--- src/rtl/melody_sequencer.sv ---
// Song ROM player: walks {note,dur} entries and drives the note code with tempo and inter-note gaps.
// Optional PAUSE_EN macro adds pause_i, which freezes timing and silences the note while playing.
//
// state   | meaning
// S_IDLE  | waiting for start, outputs quiet
// S_FETCH | ROM address presented, waiting one cycle for read data
// S_LOAD  | entry captured: end marker, loop restart, or note load
// S_PLAY  | note held for dur tempo ticks
// S_GAP   | silent articulation gap before the next entry
module melody_sequencer #(
  parameter int TICK_DIV   = 12_500_000,
  parameter int GAP_CYCLES = 1_250_000,
  parameter int ADDR_W     = 6
) (
  input  logic              clk_i,
  input  logic              rst_ni,
  input  logic              start_i,
  input  logic              stop_i,
  input  logic              loop_en_i,
`ifdef PAUSE_EN
  input  logic              pause_i,
`endif
  output logic [ADDR_W-1:0] rom_addr_o,
  input  logic [7:0]        rom_data_i,
  output logic [3:0]        note_o,
  output logic              busy_o,
  output logic              done_o
);

  localparam int TW = $clog2(TICK_DIV);
  localparam int GW = (GAP_CYCLES > 1) ? $clog2(GAP_CYCLES) : 1;
  localparam logic [TW-1:0]     TICK_LAST = TW'(TICK_DIV - 1);
  localparam logic [GW-1:0]     GAP_LAST  = GW'((GAP_CYCLES > 0) ? GAP_CYCLES - 1 : 0);
  localparam logic [TW-1:0]     TICK_ONE  = TW'(1);
  localparam logic [GW-1:0]     GAP_ONE   = GW'(1);
  localparam logic [ADDR_W-1:0] ADDR_ONE  = ADDR_W'(1);

  typedef enum logic [2:0] {
    S_IDLE  = 3'd0,
    S_FETCH = 3'd1,
    S_LOAD  = 3'd2,
    S_PLAY  = 3'd3,
    S_GAP   = 3'd4
  } state_t;

  state_t            state_q;
  logic [TW-1:0]     tick_cnt_q;
  logic [3:0]        dur_cnt_q;
  logic [GW-1:0]     gap_cnt_q;
  logic [ADDR_W-1:0] rom_addr_q;
  logic [3:0]        note_q;
  logic              busy_q;
  logic              done_q;
  logic              frozen;
  logic [3:0]        dur;

  assign dur = rom_data_i[3:0];

`ifdef PAUSE_EN
  assign frozen = pause_i && ((state_q == S_PLAY) || (state_q == S_GAP));
  // Silencing must be immediate while paused, so it bypasses the note register.
  assign note_o = frozen ? 4'd0 : note_q;
`else
  assign frozen = 1'b0;
  assign note_o = note_q;
`endif

  assign rom_addr_o = rom_addr_q;
  assign busy_o     = busy_q;
  assign done_o     = done_q;

  always_ff @(posedge clk_i or negedge rst_ni) begin
    if (!rst_ni) begin
      state_q    <= S_IDLE;
      tick_cnt_q <= '0;
      dur_cnt_q  <= '0;
      gap_cnt_q  <= '0;
      rom_addr_q <= '0;
      note_q     <= '0;
      busy_q     <= 1'b0;
      done_q     <= 1'b0;
    end else begin
      done_q <= 1'b0;
      if (stop_i && (state_q != S_IDLE)) begin
        state_q    <= S_IDLE;
        tick_cnt_q <= '0;
        dur_cnt_q  <= '0;
        gap_cnt_q  <= '0;
        rom_addr_q <= '0;
        note_q     <= '0;
        busy_q     <= 1'b0;
      end else begin
        case (state_q)
          S_IDLE: begin
            if (start_i && !stop_i) begin
              rom_addr_q <= '0;
              busy_q     <= 1'b1;
              state_q    <= S_FETCH;
            end
          end
          S_FETCH: state_q <= S_LOAD;
          S_LOAD: begin
            if (dur == 4'd0) begin
              // A marker at address 0 always ends, otherwise an empty looped song spins forever.
              if (loop_en_i && (rom_addr_q != '0)) begin
                rom_addr_q <= '0;
                state_q    <= S_FETCH;
              end else begin
                done_q     <= 1'b1;
                busy_q     <= 1'b0;
                rom_addr_q <= '0;
                state_q    <= S_IDLE;
              end
            end else begin
              note_q     <= rom_data_i[7:4];
              tick_cnt_q <= '0;
              dur_cnt_q  <= dur;
              state_q    <= S_PLAY;
            end
          end
          S_PLAY: begin
            if (!frozen) begin
              if (tick_cnt_q == TICK_LAST) begin
                tick_cnt_q <= '0;
                dur_cnt_q  <= dur_cnt_q - 4'd1;
                if (dur_cnt_q == 4'd1) begin
                  note_q <= '0;
                  if (GAP_CYCLES != 0) begin
                    gap_cnt_q <= '0;
                    state_q   <= S_GAP;
                  end else begin
                    rom_addr_q <= rom_addr_q + ADDR_ONE;
                    state_q    <= S_FETCH;
                  end
                end
              end else begin
                tick_cnt_q <= tick_cnt_q + TICK_ONE;
              end
            end
          end
          S_GAP: begin
            if (!frozen) begin
              if (gap_cnt_q == GAP_LAST) begin
                gap_cnt_q  <= '0;
                rom_addr_q <= rom_addr_q + ADDR_ONE;
                state_q    <= S_FETCH;
              end else begin
                gap_cnt_q <= gap_cnt_q + GAP_ONE;
              end
            end
          end
          default: begin
            state_q <= S_IDLE;
            busy_q  <= 1'b0;
          end
        endcase
      end
    end
  end

endmodule

--- config.mk ---
export PLATFORM = sky130hd
export DESIGN_NAME = melody_sequencer
export DESIGN_NICKNAME = d
export VERILOG_FILES = /design/src/rtl/melody_sequencer.sv
export SDC_FILE = /design/constraint.sdc
export NUM_CORES = 1
export LEC_CHECK = 0
export ABC_AREA = 1
export CAP_MARGIN = 30
export CORE_ASPECT_RATIO = 0.6
export CORE_MARGIN = 2
export CORE_UTILIZATION = 64
export CTS_CLUSTER_DIAMETER = 40
export DETAILED_ROUTE_END_ITERATION = 12
export PLACE_DENSITY = 0.82
export SYNTH_ARGS = -nofsm -noshare
export SYNTH_HDL_FRONTEND = slang
export SYNTH_SLANG_ARGS = --single-unit
--- constraint.sdc ---
create_clock -name clk_i -period 2.57 [get_ports clk_i]
set_input_delay 0.6425 -clock clk_i [delete_from_list [all_inputs] [get_ports clk_i]]
set_output_delay 0.6425 -clock clk_i [all_outputs]
set_load 0.03 [all_outputs]
# Word level (Yosys, flattened, before mapping)
# Cells that the tools add are included.
# totals
register_bits,64
word_cells,86
output_inout_bits,12
input_bits,13
# op_classes
n_reduce_logical,19
n_eq_ne,15
mux,40
addsub,4
# ops
cell,n
21-bit 2-to-1 mux,4
24-bit 2-to-1 mux,3
24-bit one-hot mux with 2 select lines,1
21-bit one-hot mux with 2 select lines,1
4-bit 2-to-1 mux,7
24-bit by 1-bit adder with 24-bit output (second input constant),1
24-bit == test (second input constant),1
6-bit 2-to-1 mux,4
21-bit by 1-bit adder with 21-bit output (second input constant),1
21-bit == test (second input constant),1
3-bit != test (second input constant),7
3-bit 2-to-1 mux,6
6-bit one-hot mux with 3 select lines,1
4-bit one-hot mux with 2 select lines,2
4-bit AND reduction,4
3-bit one-hot mux with 5 select lines,1
1-bit 2-to-1 mux,9
3-bit nonzero test,3
6-bit by 1-bit adder with 6-bit output (second input constant),1
3-bit by 2-bit == test with 1-bit output (second input constant),2
3-bit AND reduction,2
6-bit nonzero test,1
4-bit by 1-bit == test with 1-bit output (second input constant),1
4-bit logical NOT,1
11 further kinds,13

# Longest topological paths before layout
# Gate-level depths: netlist of run 1.
# depth
depth_word,6
ltp_mapped,12
mapped_depth_nobuf,11

# Worst setup path before layout of run 1
# OpenSTA, ideal clock, no wires.
# synth_path
kind,in2reg
start,in rom_data_i[0]
end,reg tick_cnt_q[21]
required_time_ns,2.451
path_slack_ns,0.965
setup_time_ns,0.119
path_stages,8
arrival_ns,1.486
cell_sequence,nor2_1 > nand2_1 > nand2_1 > nand3_1 > buf_4 > buf_2 > a21oi_1 > nor2_1
# synth_via
elab_chain_cells,3
# synth_rtl
item,line_no,source
start: declaration,24,"input logic [7:0] rom_data_i,"
4-bit logical NOT,103,if (dur == 4'd0) begin
3-bit != test (no source line),-,
2-bit AND reduction (no source line),-,
end signal: assignment,137,tick_cnt_q <= tick_cnt_q + TICK_ONE;
end: declaration,47,logic [TW-1:0] tick_cnt_q;
# No other way between the ends.
# A chain may end at the register's enable or synchronous reset.

# Final worst setup path of run 1
# layout_path
start,reg rom_addr_q[3] (netlist: rom_addr_o[3])
end,out rom_addr_o[3]
# layout_rtl
item,line_no,source
start: declaration,50,logic [ADDR_W-1:0] rom_addr_q;
start signal: assignment,132,rom_addr_q <= rom_addr_q + ADDR_ONE;
start signal: assignment,145,rom_addr_q <= rom_addr_q + ADDR_ONE;
end: declaration,23,"output logic [ADDR_W-1:0] rom_addr_o,"
# No word-level cell between the ends.

==> summary.txt, run 1 <==
Setup path
  – Worst path max stage delay: 710 ps
  – Startpoint type of the worst setup path: flop
  – Crit-path max FO: 6
  – Worst R2R Path Depth: 10
  – Slowest-stage cell, CP: clkdlybuf4s50_1
  – Worst path buffer plus inverter count: 1
  – Delay-heaviest family, CP: buffers and inverters
  – CP endpoint: rom_addr_o[3]
  – WP data arrival: 1500 ps
  – CP cell instances: clkdlybuf4s50_1
  – Critical Path RT: 1930 ps
  – Crit. End Element: output pin
  – Setup CP Type: flop to output pin
  – Launch point of the worst reg-to-reg path: gap_cnt_q[0]$_DFFE_PN0P_
  – Critical path depth in cells: 1
  – CP startpoint: rom_addr_o[3]$_DFFE_PN0P_
  – Reg2reg end: gap_cnt_q[17]$_DFFE_PN0P_
  – R2r setup slk: 570 ps

Placement
  – IO Port Bufs: 24
  – Placed Cells: 691
  – Routability cong.: 1.03
  – HPWL after detailed placement: 7.41 mm

Global routing
  – Largest net degree at the start of global routing: 25
  – Initial antenna violation count: 0
  – Global-route wire length before repair: 16.9 mm
  – Total Routing Usage GR: 31.9%
  – Vias in the first global route: 3610
  – Grt ovf: 0

Clock network
  – Post-CTS resize count: 0
  – Post-CTS setup buffer count: 0
  – TritonCTS clock tree: yes
  – Clk pin slew, worst setup/hold paths: 70 ps
  – CTS Buf Count: 9
  – H-tree depth: 3
  – Clock sinks: 64
  – Clock buffer depth: 2
  – CTS Hold Buffers Added: 0
  – Clock root buffer: clkbuf_8
  – Clk Latency, worst-skew pair: 340 ps

Job
  – Number of max-cap violations: 0

Route
  – DR pass1 iterations: 6
  – DRC violations left: 0
  – DRT iter0 DRCs: 356
  – Remaining antenna violation count: 0
  – Wirelength per Cell: 14.0 um
  – Via count: 3884
  – Post-Route WL: 9.86 mm
  – Vias per cell: 5.52

Power and ir drop
  – Power per Cell Area: 688 nW/um^2
  – P_int: 1.86 mW
  – Clock Power Share: 24.2%
  – Switching Power: 1.23 mW
  – Seq pwr share: 38.4%
  – Power share of the combinational group: 37.4%
  – Worst IR Drop VDD: 0.693 mV
  – Switching power share of the total: 39.7%
  – Total power: 3.09 mW
  – Leak: 2.13 nW

Timing
  – Final Hold Fails: 0
  – Worst-margin pin slew: 582 ps
  – Setup tns final: 0 ps
  – Slew Viols, Final: 0
  – Endpoints failing setup: 0
  – Tmin final: 2140 ps
  – RSZ-0062 raised after global routing: no
  – Tcrit/Tclk final: 83.4%
  – Max-slew headroom: 61.2%
  – Setup Skew: 4.94 ps
  – FMAX: 467 MHz

Die
  – Chip height: 65.1 um
  – Top-level I/O count: 25
  – Num rows: 22
  – CORE AREA: 6060 sq um
  – Chip width: 106 um
  – Initial Util: 65.7%
  – Full die area: 6880 sq um

Layout
  – Synth-to-layout area growth: 12.7%
  – Final Non-Filler Cells: 704
  – Final core utilization: 74.0%
  – # nets final: 637
  – Diode count: 0
  – Share of layout cells above drive strength 1: 6.13%

Min path
  – Hold Crit Class: input pin to async pin

Yosys
  – Yosys cell types: 32
  – Ys Warns: 0
  – Yosys reg bits: 64
  – Synthesized area per cell: 6.79 sq um
  – Synth Instances: 586
  – Seq/Total Area, Yosys: 40.3%
  – Post-synthesis instance area: 3980 sq um
  – Syn_nets: 605

Status
  – Outcome: completed
## how the worst min path moves through the flow
| stage | from | end | slack (ps) |
|---|---|---|---|
| CTS | rst_ni | dur_cnt_q[3]$_DFFE_PN0P_ | 300 |
| global placement | note_o[1]$_DFFE_PN0P_ | note_o[1]$_DFFE_PN0P_ | 470 |
| detailed placement | note_o[3]$_DFFE_PN0P_ | note_o[3]$_DFFE_PN0P_ | 480 |
| global route | rst_ni | gap_cnt_q[1]$_DFFE_PN0P_ | 330 |
| finish | rst_ni | gap_cnt_q[1]$_DFFE_PN0P_ | 300 |
| floorplan | rst_ni | busy_o$_DFFE_PN0P_ | 350 |
## per-layer routing
metal	track usage [%]	up-vias	part of all wire, %
li1	-	1924	-
met1	47.6	1761	50
met2	46.5	186	40
met3	7.24	13	9.5
met4	8.88	0	1.2
met5	0	-	0
## layout by cell type (no fill, tap or decap), types with 11 or more instances in the layout
cell type        instances
nor2_1                  86
nand4_1                 14
nor3_1                  16
dfrtp_1                 64
inv_1                   68
o21ai_1                 15
clkdlybuf4s50_1         23
a21oi_1                 11
nand2_1                181
o21ai_0                 27
nand3_1                 45
clkbuf_8                11
## per-stage QoR
| stage | area [sq um] | setup slack, ps | hold slack (ps) |
|---|---|---|---|
| after global placement | 4320 | 257 | 471 |
| after floorplan | 3980 | 965 | 347 |
| final | 4480 | 427 | 301 |
| after global routing | 4480 | 331 | 335 |
| after detailed placement | 4320 | 232 | 480 |
| after CTS | 4480 | 416 | 304 |
## power by group through the flow
stage | clock [mW] | sequential, mW | combinational [mW]
global route | 0.800 | 1.20 | 1.29
finish | 0.747 | 1.18 | 1.15
CTS | 0.762 | 1.18 | 1.15
detailed placement | 0 | 1.20 | 1.15
floorplan | 0 | 1.25 | 0.762
global placement | 0 | 1.20 | 1.12
## Yosys cell counts
cell type / instances / area share (%)
a21o_1: 1 / 0.19
a21oi_1: 11 / 1.4
a21oi_2: 1 / 0.22
a31oi_1: 1 / 0.16
and2_1: 2 / 0.31
buf_2: 6 / 0.75
buf_4: 3 / 0.57
buf_6: 1 / 0.28
clkbuf_1: 1 / 0.094
dfrtp_1: 64 / 40
ha_1: 6 / 1.9
inv_1: 68 / 6.4
inv_2: 4 / 0.38
nand2_1: 181 / 17
nand2_2: 3 / 0.47
nand3_1: 45 / 5.7
nand3_2: 3 / 0.75
nand3b_1: 1 / 0.19
nand4_1: 14 / 2.2
nor2_1: 86 / 8.1
nor2_2: 2 / 0.31
nor2_4: 2 / 0.57
nor3_1: 16 / 2.0
nor4_1: 1 / 0.16
o211ai_1: 3 / 0.57
o21ai_0: 27 / 3.4
o21ai_1: 15 / 1.9
o21bai_1: 1 / 0.19
o22ai_1: 1 / 0.16
or2_2: 2 / 0.31
xnor2_1: 4 / 0.88
xor2_1: 10 / 2.2
## kinds of logic (layout without fill, tap and decap cells)
family,after synthesis,after routing,share of synthesized area (%)
buffers and inverters,83,117,8.49
adders and majority gates,6,6,1.89
DFF,64,64,40.3
and+or+nand+nor,358,358,38.1
xor gates and xnor gates,14,14,3.08
AOI/OAI and AO/OA,61,61,8.14
## area by class of cell
type | count | area, sq um
clock buffer | 12 | 155
clock inverter | 1 | 5.00
fill | 502 | 1570
inverter | 72 | 270
multi-input combinational | 439 | 2040
sequential | 64 | 1600
tap | 84 | 105
timing repair buffer | 32 | 308
## worst register-to-register path, cell delays in order (launching register included)
cell and delay [ps]:
dfrtp_1 390, ha_1 320, nand3_1 230, nor2_1 150, nand3_1 140, nand2_1 140
inv_1 220, nand2_1 140, nand2_1 60, nand2_1 80, inv_1 30
## registers in the layout (all words and copies together) (netlist names)
name and cells:
busy_o 1, done_o 1, dur_cnt_q 4, gap_cnt_q 21, note_o 4, rom_addr_o 6, state_q 3, tick_cnt_q 24
No activity file was read; power rests on OpenSTA's default activity.
==> run 2: changes to the inputs <==
--- a/config.mk
+++ b/config.mk
@@ -9,10 +9,10 @@
 export CAP_MARGIN = 30
 export CORE_ASPECT_RATIO = 0.6
 export CORE_MARGIN = 2
-export CORE_UTILIZATION = 64
+export CORE_UTILIZATION = 60
 export CTS_CLUSTER_DIAMETER = 40
 export DETAILED_ROUTE_END_ITERATION = 12
-export PLACE_DENSITY = 0.82
+export PLACE_DENSITY = 0.78
 export SYNTH_ARGS = -nofsm -noshare
 export SYNTH_HDL_FRONTEND = slang
 export SYNTH_SLANG_ARGS = --single-unit
==> constraint.sdc (replaced) <==
create_clock -name clk_i -period 2.2 [get_ports clk_i]
set_input_delay 0.55 -clock clk_i [delete_from_list [all_inputs] [get_ports clk_i]]
set_output_delay 0.55 -clock clk_i [all_outputs]
set_load 0.03 [all_outputs]
==> summary.txt, run 2 (same netlist as run 1, synthesis figures left out) <==
Placement
  – Placed Cells: 695 (was 691)
  – Routability cong.: 1.00 (was 1.03)
  – HPWL after detailed placement: 7.03 mm (was 7.41 mm)
  – Placed inst area: 4370 sq um (was 4320 sq um)
  – Pre-CTS WS: -67.2 ps (was 232 ps)
  – IO Port Bufs: 24 (unchanged)

Clock network
  – Clock root buffer: clkbuf_8 (unchanged)
  – H-tree depth: 3 (unchanged)
  – CTS Hold Buffers Added: 0 (unchanged)
  – Post-CTS resize count: 0 (unchanged)
  – Clock buffer depth: 2 (unchanged)
  – CTS Buf Count: 9 (unchanged)
  – Post-CTS setup buffer count: 0 (unchanged)
  – Clk pin slew, worst setup/hold paths: 70 ps (about the same)
  – Clock sinks: 64 (unchanged)
  – TritonCTS clock tree: yes (unchanged)
  – Clk Latency, worst-skew pair: 350 ps (was 340 ps)

Route
  – Remaining antenna violation count: 0 (unchanged)
  – Wirelength per Cell: 13.7 um (was 14.0 um)
  – Via count: 3887 (was 3884)
  – Vias per cell: 5.47 (was 5.52)
  – DRC violations left: 0 (unchanged)
  – Post-Route WL: 9.72 mm (was 9.86 mm)
  – DRT iter0 DRCs: 426 (was 356)
  – DR pass1 iterations: 5 (was 6)

Layout
  – Commonest non-fill, non-tap cell in the layout: nand2_1 (unchanged)
  – Diode count: 0 (unchanged)
  – Biggest register: tick_cnt_q (unchanged)
  – Max reg flops: 24 (unchanged)
  – Post-route cell area: 4610 sq um (was 4480 sq um)
  – Filler Cells Inserted: 511 (was 502)
  – # nets final: 641 (was 637)
  – Share of layout cells above drive strength 1: 7.34% (was 6.13%)
  – Synth-to-layout area growth: 15.8% (was 12.7%)
  – Final Non-Filler Cells: 711 (was 704)
  – Final core utilization: 73.7% (was 74.0%)
  – Commonest non-fill, non-tap cells in the layout: nand2_1, nor2_1, inv_1, dfrtp_1, nand3_1 (unchanged)

Power and ir drop
  – Leak: 2.18 nW (was 2.13 nW)
  – Worst IR Drop VDD: 0.611 mV (was 0.693 mV)
  – Power per Cell Area: 856 nW/um^2 (was 688 nW/um^2)

Global routing
  – Met2 usage: 40.7% (was 46.5%)
  – Vias in the first global route: 3450 (was 3610)
  – GRT busiest layer: met1 (unchanged)
  – Global-route met3 utilization: 8.02% (was 7.24%)
  – Grt ovf: 0 (unchanged)
  – Total Routing Usage GR: 29.3% (was 31.9%)
  – Initial antenna violation count: 0 (unchanged)
  – M1 GR Usage: 44.1% (was 47.6%)
  – Global-route wire length before repair: 16.4 mm (was 16.9 mm)
  – Largest net degree at the start of global routing: 65 (was 25)

Timing
  – Endpoints failing setup: 0 (unchanged)
  – Slew Viols, Final: 0 (unchanged)
  – Setup tns final: 0 ps (unchanged)
  – FMAX: 483 MHz
  – Tcrit/Tclk final: 94.1%
  – Setup Skew: 7.77 ps (was 4.94 ps)
  – Max-slew headroom: 67.3% (was 61.2%)
  – RSZ-0062 raised after global routing: no (unchanged)
  – Post-route worst setup slack: 130 ps (was 427 ps)
  – Final Hold Fails: 0 (unchanged)
  – Tmin final: 2070 ps
  – Worst-margin pin slew: 486 ps (was 582 ps)

Setup path
  – Delay-heaviest family, CP: buffers and inverters (unchanged)
  – CP endpoint: rom_addr_o[2] (was rom_addr_o[3])
  – Reg2reg end: tick_cnt_q[20]$_DFFE_PN0P_ (was gap_cnt_q[17]$_DFFE_PN0P_)
  – Crit. End Element: output pin (unchanged)
  – Slowest-stage cell, CP: clkdlybuf4s50_1 (unchanged)
  – Crit-path max FO: 6 (unchanged)
  – Worst R2R Path Depth: 9 (was 10)
  – Startpoint type of the worst setup path: flop (unchanged)
  – CP startpoint: rom_addr_o[2]$_DFFE_PN0P_ (was rom_addr_o[3]$_DFFE_PN0P_)
  – WP data arrival: 1520 ps (was 1500 ps)
  – Worst path buffer plus inverter count: 1 (unchanged)
  – Worst path max stage delay: 710 ps (about the same)
  – Critical path depth in cells: 1 (unchanged)
  – Setup CP Type: flop to output pin (unchanged)
  – CP cell instances: clkdlybuf4s50_1 (unchanged)
  – Launch point of the worst reg-to-reg path: tick_cnt_q[0]$_DFFE_PN0P_ (was gap_cnt_q[0]$_DFFE_PN0P_)
  – Critical Path RT: 1650 ps (was 1930 ps)
  – R2r setup slk: 400 ps (was 570 ps)

Die
  – Initial Util: 63.7% (was 65.7%)
  – Chip width: 109 um (was 106 um)
  – CORE AREA: 6250 sq um (was 6060 sq um)
  – Top-level I/O count: 25 (unchanged)
  – Num rows: 22 (unchanged)
  – Full die area: 7320 sq um (was 6880 sq um)
  – Chip height: 67.1 um (was 65.1 um)

Job
  – Number of max-cap violations: 0 (unchanged)

Min path
  – Hold Crit Class: input pin to async pin (unchanged)

Status
  – Outcome: completed (unchanged)
## run 2: area by class of cell
type                       count  area (sq um)  area share [%]
timing repair buffer          36           350            7.60
sequential                    64          1600            34.8
multi-input combinational    439          2040            44.3
tap                           84           105            2.28
clock buffer                  12           165            3.58
inverter                      72           270            5.87
clock inverter                 4          75.1            1.63
## run 2: layer usage
metal,routed length [um],part of all wire [%],vias up
li1,-,-,1940
met1,4830,50,1741
met2,3850,40,190
met3,904,9.3,16
met4,126,1.3,0
met5,0,0,-
## run 2: power breakdown
group	total [mW]	internal (mW)	switching, mW
Combinational	1.35	0.454	0.899
Clock	1.21	0.731	0.475
Sequential	1.38	1.28	0.101
## run 2: worst min-delay path by stage
stage	start	to	slack, ps	cells after the start
after floorplan	rst_ni	busy_o$_DFFE_PN0P_	250	0
after global placement	note_o[2]$_DFFE_PN0P_	note_o[2]$_DFFE_PN0P_	470	2
after detailed placement	note_o[3]$_DFFE_PN0P_	note_o[3]$_DFFE_PN0P_	480	2
after CTS	rst_ni	busy_o$_DFFE_PN0P_	220	2
after global routing	rst_ni	dur_cnt_q[2]$_DFFE_PN0P_	240	2
final	rst_ni	dur_cnt_q[0]$_DFFE_PN0P_	200	2
## run 2: per-stage QoR
step           power, mW  hold slack, ps
2_1_floorplan       2.35             254
3_3_place_gp        2.71             466
3_5_place_dp        2.75             483
4_1_cts             3.96             222
5_1_grt             4.18             237
6_report            3.94             199
==> run 3: changes to the inputs <==
--- a/config.mk
+++ b/config.mk
@@ -13,6 +13,7 @@
 export CTS_CLUSTER_DIAMETER = 40
 export DETAILED_ROUTE_END_ITERATION = 12
 export PLACE_DENSITY = 0.78
+export SKIP_LAST_GASP = 1
 export SYNTH_ARGS = -nofsm -noshare
 export SYNTH_HDL_FRONTEND = slang
 export SYNTH_SLANG_ARGS = --single-unit
==> results of run 3 <==
Same layout as run 2: the final DEF is identical, and so are final timing and power.
